`config.mk`:
```
export PLATFORM = sky130hd
export DESIGN_NAME = seven_seg_scanner_flat
export DESIGN_NICKNAME = d
export VERILOG_FILES = /design/src/rtl/seven_seg_scanner_if.sv /design/src/rtl/seven_seg_scanner.sv /design/src/flat_wrapper.sv
export SDC_FILE = /design/constraint.sdc
export NUM_CORES = 1
export LEC_CHECK = 0
export BUFFER_PORTS_ARGS = -buffer_cell sky130_fd_sc_hd__buf_4
export CORE_UTILIZATION = 48
export CTS_BUF_LIST = sky130_fd_sc_hd__clkbuf_16
export CTS_CLUSTER_DIAMETER = 40
export DETAILED_ROUTE_END_ITERATION = 6
export PLACE_DENSITY = 0.76
export SYNTH_ARGS = -nofsm -noshare
export SYNTH_HDL_FRONTEND = slang
export SYNTH_SLANG_ARGS = --single-unit
```
`constraint.sdc`:
```
create_clock -name CLK -period 2.4 [get_ports CLK]
set_input_delay 0.12 -clock CLK [delete_from_list [all_inputs] [get_ports CLK]]
set_output_delay 0.12 -clock CLK [all_outputs]
set_load 0.005 [all_outputs]
```
`src/rtl/seven_seg_scanner_if.sv`:
```
// Core-to-display bus for the eight-digit hex scanner: write port, blanking
// control, readback and the active-low display pins.
interface seven_seg_scanner_if;
    logic        DataWE;
    logic [31:0] DataIn;
    logic        BlankLZ;
    logic [31:0] Shown;
    logic [7:0]  SevenSegAn;
    logic [6:0]  SevenSegCat;
    logic        ScanDone;

    modport master (
        output DataWE, DataIn, BlankLZ,
        input  Shown, SevenSegAn, SevenSegCat, ScanDone
    );

    modport slave (
        input  DataWE, DataIn, BlankLZ,
        output Shown, SevenSegAn, SevenSegCat, ScanDone
    );
endinterface

```
`src/rtl/seven_seg_scanner.sv`:
```
// Time-multiplexed eight-digit hex display driver with optional leading-zero
// blanking; all display outputs are registered one cycle behind the scan state.
module seven_seg_scanner #(
    parameter int REFRESH_DIV = 100000
) (
    input  logic                  CLK,
    input  logic                  Reset,
    seven_seg_scanner_if.slave    bus
);
    localparam int              PRE_W    = $clog2(REFRESH_DIV);
    localparam logic [PRE_W-1:0] PRE_LAST = PRE_W'(REFRESH_DIV - 1);

    logic [31:0]      r_shown;
    logic [PRE_W-1:0] r_pre;
    logic [2:0]       r_idx;
    logic [7:0]       r_an;
    logic [6:0]       r_cat;
    logic             r_wrap;
    logic             r_done;

    logic [3:0]       w_nibble;
    logic             w_pre_wrap;
    logic             w_frame_wrap;
    logic             w_blank;

    function automatic logic [6:0] seg_decode(input logic [3:0] nib);
        case (nib)
            4'h0: seg_decode = 7'h40;
            4'h1: seg_decode = 7'h79;
            4'h2: seg_decode = 7'h24;
            4'h3: seg_decode = 7'h30;
            4'h4: seg_decode = 7'h19;
            4'h5: seg_decode = 7'h12;
            4'h6: seg_decode = 7'h02;
            4'h7: seg_decode = 7'h78;
            4'h8: seg_decode = 7'h00;
            4'h9: seg_decode = 7'h10;
            4'hA: seg_decode = 7'h08;
            4'hB: seg_decode = 7'h03;
            4'hC: seg_decode = 7'h46;
            4'hD: seg_decode = 7'h21;
            4'hE: seg_decode = 7'h06;
            default: seg_decode = 7'h0E;
        endcase
    endfunction

    // Digit 0 is never blanked so a zero value still shows a single "0".
    function automatic logic lz_blank(input logic [31:0] val, input logic [2:0] idx,
                                      input logic en);
        lz_blank = en && (idx != 3'd0) && ((val >> {idx, 2'b00}) == 32'd0);
    endfunction

    assign w_nibble     = r_shown[{r_idx, 2'b00} +: 4];
    assign w_pre_wrap   = (r_pre == PRE_LAST);
    assign w_frame_wrap = w_pre_wrap && (r_idx == 3'd7);
    assign w_blank      = lz_blank(r_shown, r_idx, bus.BlankLZ);

    // r_wrap marks the idx 7->0 step; ScanDone follows it so the pulse lines up
    // with the registered anode moving onto digit 0.
    always_ff @(posedge CLK) begin
        if (Reset) begin
            r_shown <= 32'd0;
            r_pre   <= '0;
            r_idx   <= 3'd0;
            r_an    <= 8'hFF;
            r_cat   <= 7'h7F;
            r_wrap  <= 1'b0;
            r_done  <= 1'b0;
        end else begin
            r_pre  <= w_pre_wrap ? '0 : r_pre + PRE_W'(1);
            if (w_pre_wrap) begin
                r_idx <= r_idx + 3'd1;
            end
            if (bus.DataWE) begin
                r_shown <= bus.DataIn;
            end
            r_wrap <= w_frame_wrap;
            r_done <= r_wrap;
            if (w_blank) begin
                r_an  <= 8'hFF;
                r_cat <= 7'h7F;
            end else begin
                r_an  <= ~(8'd1 << r_idx);
                r_cat <= seg_decode(w_nibble);
            end
        end
    end

    assign bus.Shown       = r_shown;
    assign bus.SevenSegAn  = r_an;
    assign bus.SevenSegCat = r_cat;
    assign bus.ScanDone    = r_done;
endmodule

```
`src/flat_wrapper.sv`:
```
// flat-port wrapper written by rule: the top's interface ports become plain ports
module seven_seg_scanner_flat 
#(
    parameter int REFRESH_DIV = 100000
)
  (CLK, Reset, bus_DataWE, bus_DataIn, bus_BlankLZ, bus_Shown, bus_SevenSegAn, bus_SevenSegCat, bus_ScanDone);
  seven_seg_scanner_if bus_i ();
  input  logic CLK;
  input  logic Reset;
  input wire logic [$bits(bus_i.DataWE)-1:0] bus_DataWE;
  input wire logic [$bits(bus_i.DataIn)-1:0] bus_DataIn;
  input wire logic [$bits(bus_i.BlankLZ)-1:0] bus_BlankLZ;
  output wire logic [$bits(bus_i.Shown)-1:0] bus_Shown;
  output wire logic [$bits(bus_i.SevenSegAn)-1:0] bus_SevenSegAn;
  output wire logic [$bits(bus_i.SevenSegCat)-1:0] bus_SevenSegCat;
  output wire logic [$bits(bus_i.ScanDone)-1:0] bus_ScanDone;
  assign bus_i.DataWE = bus_DataWE;
  assign bus_i.DataIn = bus_DataIn;
  assign bus_i.BlankLZ = bus_BlankLZ;
  assign bus_Shown = bus_i.Shown;
  assign bus_SevenSegAn = bus_i.SevenSegAn;
  assign bus_SevenSegCat = bus_i.SevenSegCat;
  assign bus_ScanDone = bus_i.ScanDone;
  seven_seg_scanner #(.REFRESH_DIV(REFRESH_DIV)) u_core (.CLK(CLK), .Reset(Reset), .bus(bus_i));
endmodule
```
==> Yosys cells after proc, flatten, opt, wreduce, memory -nomap -nowiden <==
Memory sizes are Yosys's and may differ from the RTL's. A register that Yosys moved wholly into a read port is not among the register bits.
Cells that the tools add are included.
{ "classes": {"n_addsub": 2, "eq_ne": 2, "n_shift": 3, "n_bitwise": 1, "reduce_logical": 7} }
{ "op_table": {"columns": ["operator", "n"], "rows": [
  ["32-bit zero test", 1],
  ["32-bit by 6-bit indexed part select with 4-bit output", 1],
  ["32-bit by 5-bit right shift with 32-bit output", 1],
  ["17-bit by 1-bit adder with 17-bit output, second input constant", 1],
  ["17-bit equality test, second input constant", 1],
  ["8-bit inverter", 1],
  ["1-bit by 3-bit left shift with 8-bit output, first input constant", 1],
  ["2-bit OR reduction", 2],
  ["3-bit by 1-bit adder with 3-bit output, second input constant", 1],
  ["3-bit equality test, second input constant", 1],
  ["1-bit logical AND", 3],
  ["3-bit nonzero test", 1]
]} }
{ "word_totals": {"register_bits": 62, "rom_bits": 112, "wordCells": 22, "n_memories": 1} }
{ "mem_list": {"columns": ["name", "words", "width", "rd", "rd_ports_with_merged_regs", "write_ports", "line_no", "text"], "rows": [
  ["(name not given)", 16, 7, 1, 1, 0, "seven_seg_scanner.sv:27", "case (nib)"]
]} }

==> Depth between registers and ports, before layout <==
{ "logic_depth": {"word_depth": 4, "ltp_mapped": 10} }

==> Least setup slack after synthesis <==
OpenSTA, ideal clock, no wires.
{ "synth_timing": {"path_kind": "register to register", "from": "reg u_core.r_idx[1]", "to": "reg u_core.r_cat[3], in the netlist u_core.bus.SevenSegCat[3]", "setup_ns": 0.081, "t_arrival_ns": 2.452, "slack_ns": -0.134, "path_stages_with_launch": 11, "n_path_buf": 3, "period_less_slack_ns": 2.534, "cell_sequence": "dfxtp_1 > buf_2 > buf_1 > mux4_2 > mux2i_1 > ha_1 > nand2_1 > a211oi_1 > nand4_2 > buf_6 > o211ai_1"} }
{ "synth_between": {"elab_chain_len": 4, "word_cells_on_any_way": 7, "classes_between": "shift: 2; reduce/logical: 5"} }
{ "synth_lines": {"columns": ["item", "line_no", "text"], "rows": [
  ["start, declared", "seven_seg_scanner.sv:15", "logic [2:0] r_idx;"],
  ["start signal, assigned", "seven_seg_scanner.sv:72", "r_idx <= r_idx + 3'd1;"],
  ["32-bit by 5-bit right shift with 32-bit output / 3-bit nonzero test (equally long branches)", "seven_seg_scanner.sv:50", "lz_blank = en && (idx != 3'd0) && ((val >> {idx, 2'b00}) == 32'd0);"],
  ["32-bit zero test / 1-bit logical AND (equally long branches)", "seven_seg_scanner.sv:50", null],
  ["1-bit logical AND", "seven_seg_scanner.sv:50", null],
  ["2-bit OR reduction (no source line)", null, null],
  ["end, declared", "seven_seg_scanner.sv:17", "logic [6:0] r_cat;"]
]} }
Several ways; a longest one is shown, not always the timed one.
A chain may end at the register's enable or synchronous reset.

==> Worst setup path after layout <==
{ "layout_timing": {"from": "reg u_core.r_idx[0]", "to": "reg u_core.r_cat[2], in the netlist u_core.bus.SevenSegCat[2]"} }
Same word-level chain as after synthesis.

==> impl_metrics.sql <==
INSERT INTO impl_metrics (metric_group, metric, value, unit) VALUES
('yosys', 'synth-edff-count', '0', ''),
('grt', 'gr_ovfl_total', '0', ''),
('status', 'run_status', 'finished clean', ''),
('setup_path', 'timing.critical_path.fanout_max', '7', ''),
('setup_path', 'worstRegToRegCells', '8', ''),
('setup_path', 'r2r-start', 'u_core.r_idx[0]$_SDFFE_PP0P_', ''),
('timing', 'fin_ws', '0.0170', 'ns'),
('clock_tree', 'htreeDepth', '3', ''),
('yosys', 'synthesis.nets', '389', ''),
('worst_hold_path', 'cell_depth_of_the_worst_hold_path', '3', ''),
('yosys', 'yosys.cell_types.count', '51', ''),
('final_layout', 'nets', '473', ''),
('clock_tree', 'cts.sinks', '69', ''),
('timing', 'post-route-min-period', '2.38', 'ns'),
('worst_hold_path', 'holdPathEnd', 'u_core.bus.Shown[14]$_SDFFE_PP0P_', ''),
('place', 'dpl_cell_area', '0.00407', 'mm²'),
('route', 'drt_first_pass_iters', '4', ''),
('timing', 'timing.slew.headroom', '0.322', ''),
('yosys', 'portion_of_synthesized_cell_area_occupied_by_the_leading_cell_type', '0.412', ''),
('worst_hold_path', 'hp-start', 'bus_DataIn[14]', ''),
('timing', 'rsz_0062_raised_after_global_routing', 'yes', ''),
('grt', 'largest_net_degree_at_the_start_of_global_routing', '44', ''),
('final_layout', 'stdcell_count', '510', ''),
('yosys', 'synthArstFlopShare', '0', ''),
('die', 'die_footprint', '0.00733', 'mm²'),
('power', 'post-layout-total-power', '0.00313', 'W'),
('setup_path', 'largest_delay_contributor_family_on_the_critical_path', 'multiplexers', ''),
('final_layout', 'antenna-diode-count', '0', ''),
('yosys', 'netlist_instances', '341', ''),
('yosys', 'synth_top_cell_by_area', 'sky130_fd_sc_hd__dfxtp_1', ''),
('route', 'vias_per_cell', '5.65', ''),
('setup_path', 'setup.reg_to_reg.worst_slack', '0.02', 'ns'),
('yosys', 'ys_ff_latch', '69', ''),
('setup_path', 'critical_path.reg2reg.endpoint', 'u_core.bus.SevenSegCat[2]$_SDFF_PP1_', ''),
('timing', 'timing.final.setup_violations', '0', ''),
('clock_tree', 'cts.clk_slew.worst_paths', '0.06', 'ns'),
('grt', 'vias_in_the_first_global_route', '2802', ''),
('setup_path', 'worst_path_max_delay_cell', 'sky130_fd_sc_hd__mux4_2', ''),
('clock_tree', 'cts_made_buffers', '9', ''),
('final_layout', 'drive_above_1_share', '0.337', ''),
('final_layout', 'nFillCells', '521', ''),
('place', 'pre_cts_ws', '-0.121', 'ns'),
('power', 'power.static_leakage', '1.94', 'nW'),
('timing', 'tightestPinTransition', '1.01', 'ns'),
('power', 'pwr_density_cell', '684', 'mW/mm²'),
('power', 'max-vdd-ir-drop', '363', 'µV'),
('clock_tree', 'ctsRootBufferMaster', 'sky130_fd_sc_hd__clkbuf_16', ''),
('place', 'portBuffers', '83', ''),
('route', 'first_iter_violations', '190', ''),
('route', 'antenna_left', '0', ''),
('setup_path', 'cp.buffers_inverters', '2', ''),
('timing', 'max_freq', '420', 'MHz'),
('die', 'design.portCount', '84', ''),
('clock_tree', 'skew_pair_late_insertion_delay', '0.33', 'ns'),
('place', 'place.detailed.instances', '490', ''),
('setup_path', 'max_stage_delay', '0.54', 'ns'),
('route', 'routedWlPerCell', '17.3', 'µm'),
('place', 'place_congestion', '0.867', ''),
('setup_path', 'crit_arrival', '2.56', 'ns'),
('yosys', 'ys_warn_count', '0', ''),
('die', 'core_area', '0.00676', 'mm²'),
('yosys', 'avgSynthCellArea', '9.84', 'µm²'),
('die', 'row_count', '30', ''),
('route', 'drc', '0', ''),
('setup_path', 'critical_path.startpoint_type', 'flip-flop', ''),
('timing', 'tns', '0', 'ns'),
('grt', 'global_route_wire_length_before_repair', '13.5', 'mm'),
('grt', 'antenna_found_initial', '0', ''),
('yosys', 'synth_flop_cell', 'sky130_fd_sc_hd__dfxtp_1', ''),
('clock_tree', 'cts-root-to-sink-buffers', '2', ''),
('die', 'die_y', '85.6', 'µm');
==> synthesized netlist by cell type, types with 2 or more instances <==
library cell	count
sky130_fd_sc_hd__a2111oi_0	2
sky130_fd_sc_hd__a211oi_1	3
sky130_fd_sc_hd__a21oi_1	4
sky130_fd_sc_hd__a221oi_1	3
sky130_fd_sc_hd__and3_1	3
sky130_fd_sc_hd__buf_1	4
sky130_fd_sc_hd__buf_2	6
sky130_fd_sc_hd__buf_4	2
sky130_fd_sc_hd__buf_6	3
sky130_fd_sc_hd__clkbuf_1	8
sky130_fd_sc_hd__dfxtp_1	69
sky130_fd_sc_hd__ha_1	12
sky130_fd_sc_hd__inv_1	11
sky130_fd_sc_hd__mux2_2	2
sky130_fd_sc_hd__mux2_4	2
sky130_fd_sc_hd__mux2i_1	39
sky130_fd_sc_hd__mux4_2	8
sky130_fd_sc_hd__nand2_1	9
sky130_fd_sc_hd__nand3_1	8
sky130_fd_sc_hd__nand4_1	7
sky130_fd_sc_hd__nor2_1	64
sky130_fd_sc_hd__nor3_1	9
sky130_fd_sc_hd__nor3b_1	5
sky130_fd_sc_hd__nor4_1	7
sky130_fd_sc_hd__o2111ai_1	2
sky130_fd_sc_hd__o211ai_1	4
sky130_fd_sc_hd__o21ai_1	4
sky130_fd_sc_hd__or2_2	2
sky130_fd_sc_hd__or4_1	2
sky130_fd_sc_hd__xnor2_1	7
sky130_fd_sc_hd__xor2_1	10
==> metal layers <==
layer  wire length [µm]  global-route usage  up-vias
met4                186              0.0758        0
met1               3760               0.295     1365
met5                  0                   0        -
li1                   -                   -     1388
met2               4290               0.392      114
met3                564              0.0539       15
==> worst max path at each step <==
stage,from,endpoint,slack [ns],cells after the start
after floorplan,u_core.r_idx[0]$_SDFFE_PP0P_,u_core.bus.SevenSegCat[1]$_SDFF_PP1_,0.01,8
after global placement,u_core.r_idx[0]$_SDFFE_PP0P_,u_core.bus.SevenSegAn[2]$_SDFF_PP1_,-0.03,8
after detailed placement,u_core.r_idx[0]$_SDFFE_PP0P_,u_core.bus.SevenSegAn[7]$_SDFF_PP1_,-0.12,8
after CTS,u_core.r_idx[0]$_SDFFE_PP0P_,u_core.bus.SevenSegAn[7]$_SDFF_PP1_,0.002,8
after global routing,u_core.r_idx[0]$_SDFFE_PP0P_,u_core.bus.SevenSegAn[3]$_SDFF_PP1_,-0.06,8
final,u_core.r_idx[0]$_SDFFE_PP0P_,u_core.bus.SevenSegCat[2]$_SDFF_PP1_,0.02,8
==> sequential cells by signal, indices dropped and copies added (netlist names) <==
register	count
u_core.r_wrap	1
u_core.bus.SevenSegAn	8
u_core.bus.SevenSegCat	7
u_core.bus.ScanDone	1
u_core.r_pre	17
u_core.r_idx	3
u_core.bus.Shown	32
==> kinds of logic (layout without fill, tap and decap cells) <==
kind of cell | count (synthesis) | in the layout | share of synthesized area
AND/OR/NAND/NOR | 123 | 124 | 0.179
flip-flops | 69 | 69 | 0.412
multiplexers | 52 | 52 | 0.189
AO/OA/AOI/OAI | 34 | 34 | 0.0824
buffers and inverters | 34 | 122 | 0.0492
XOR/XNOR | 17 | 17 | 0.0444
adder cells (fa/ha/maj) | 12 | 12 | 0.0447
==> through the flow <==
step | util | hold slack [ns]
after floorplan | - | 0.267
final | 0.676 | 0.0260
after CTS | 0.660 | 0.0274
after global placement | 0.602 | 0.354
after detailed placement | 0.602 | 0.361
after global routing | 0.676 | 0.0321
==> placed cells by master (no fill, tap or decap), drive strengths merged, types with 3 or more instances in the layout <==
master,netlist,final
nand4,8,9
buf,15,93
mux2,5,5
dfxtp,69,69
nand3,8,8
and3,3,3
clkbuf,8,10
mux2i,39,39
a211oi,3,3
nand2,9,9
a2111oi,3,3
nor3,9,9
nor2,65,65
a21oi,4,4
bufinv,0,3
xor2,10,10
nor3b,6,6
inv,11,12
xnor2,7,7
o21ai,6,6
o211ai,4,4
ha,12,12
mux4,8,8
nor4,7,7
a221oi,3,3
==> cell type report <==
class	count	area [µm²]	area share
clock buffer	9	225	0.0493
clock inverter	7	123	0.0268
inverter	11	41.3	0.00904
multi-input combinational	239	1910	0.418
sequential	69	1390	0.304
tap	80	100	0.0219
timing repair buffer	95	781	0.171
==> timing repair <==
action                     in CTS  in global routing
gates resized for setup         3                 14
buffers inserted                0                  1
hold buffers                    0                  0
setup endpoints to repair      14                 14
pin swaps                       0                  3
gates cloned                    1                  2
==> worst register-to-register path: cells and delay by family (launching register included) <==
kind	cells	cell delay [ns]
flip-flops	1	0.38
buffers and inverters	2	0.22
AND/OR/NAND/NOR	1	0.15
multiplexers	2	0.78
AO/OA/AOI/OAI	2	0.44
adder cells (fa/ha/maj)	1	0.27
==> report_power, final <==
part / switching, W / total (W) / leakage (nW) / internal (W)
sequential: 0.0000531 / 0.00125 / 0.567 / 0.00119
combinational: 0.000170 / 0.000363 / 1.20 / 0.000193
clock: 0.000495 / 0.00152 / 0.168 / 0.00102
total: 0.000719 / 0.00313 / 1.94 / 0.00241
(Power assumes the default switching activity.)
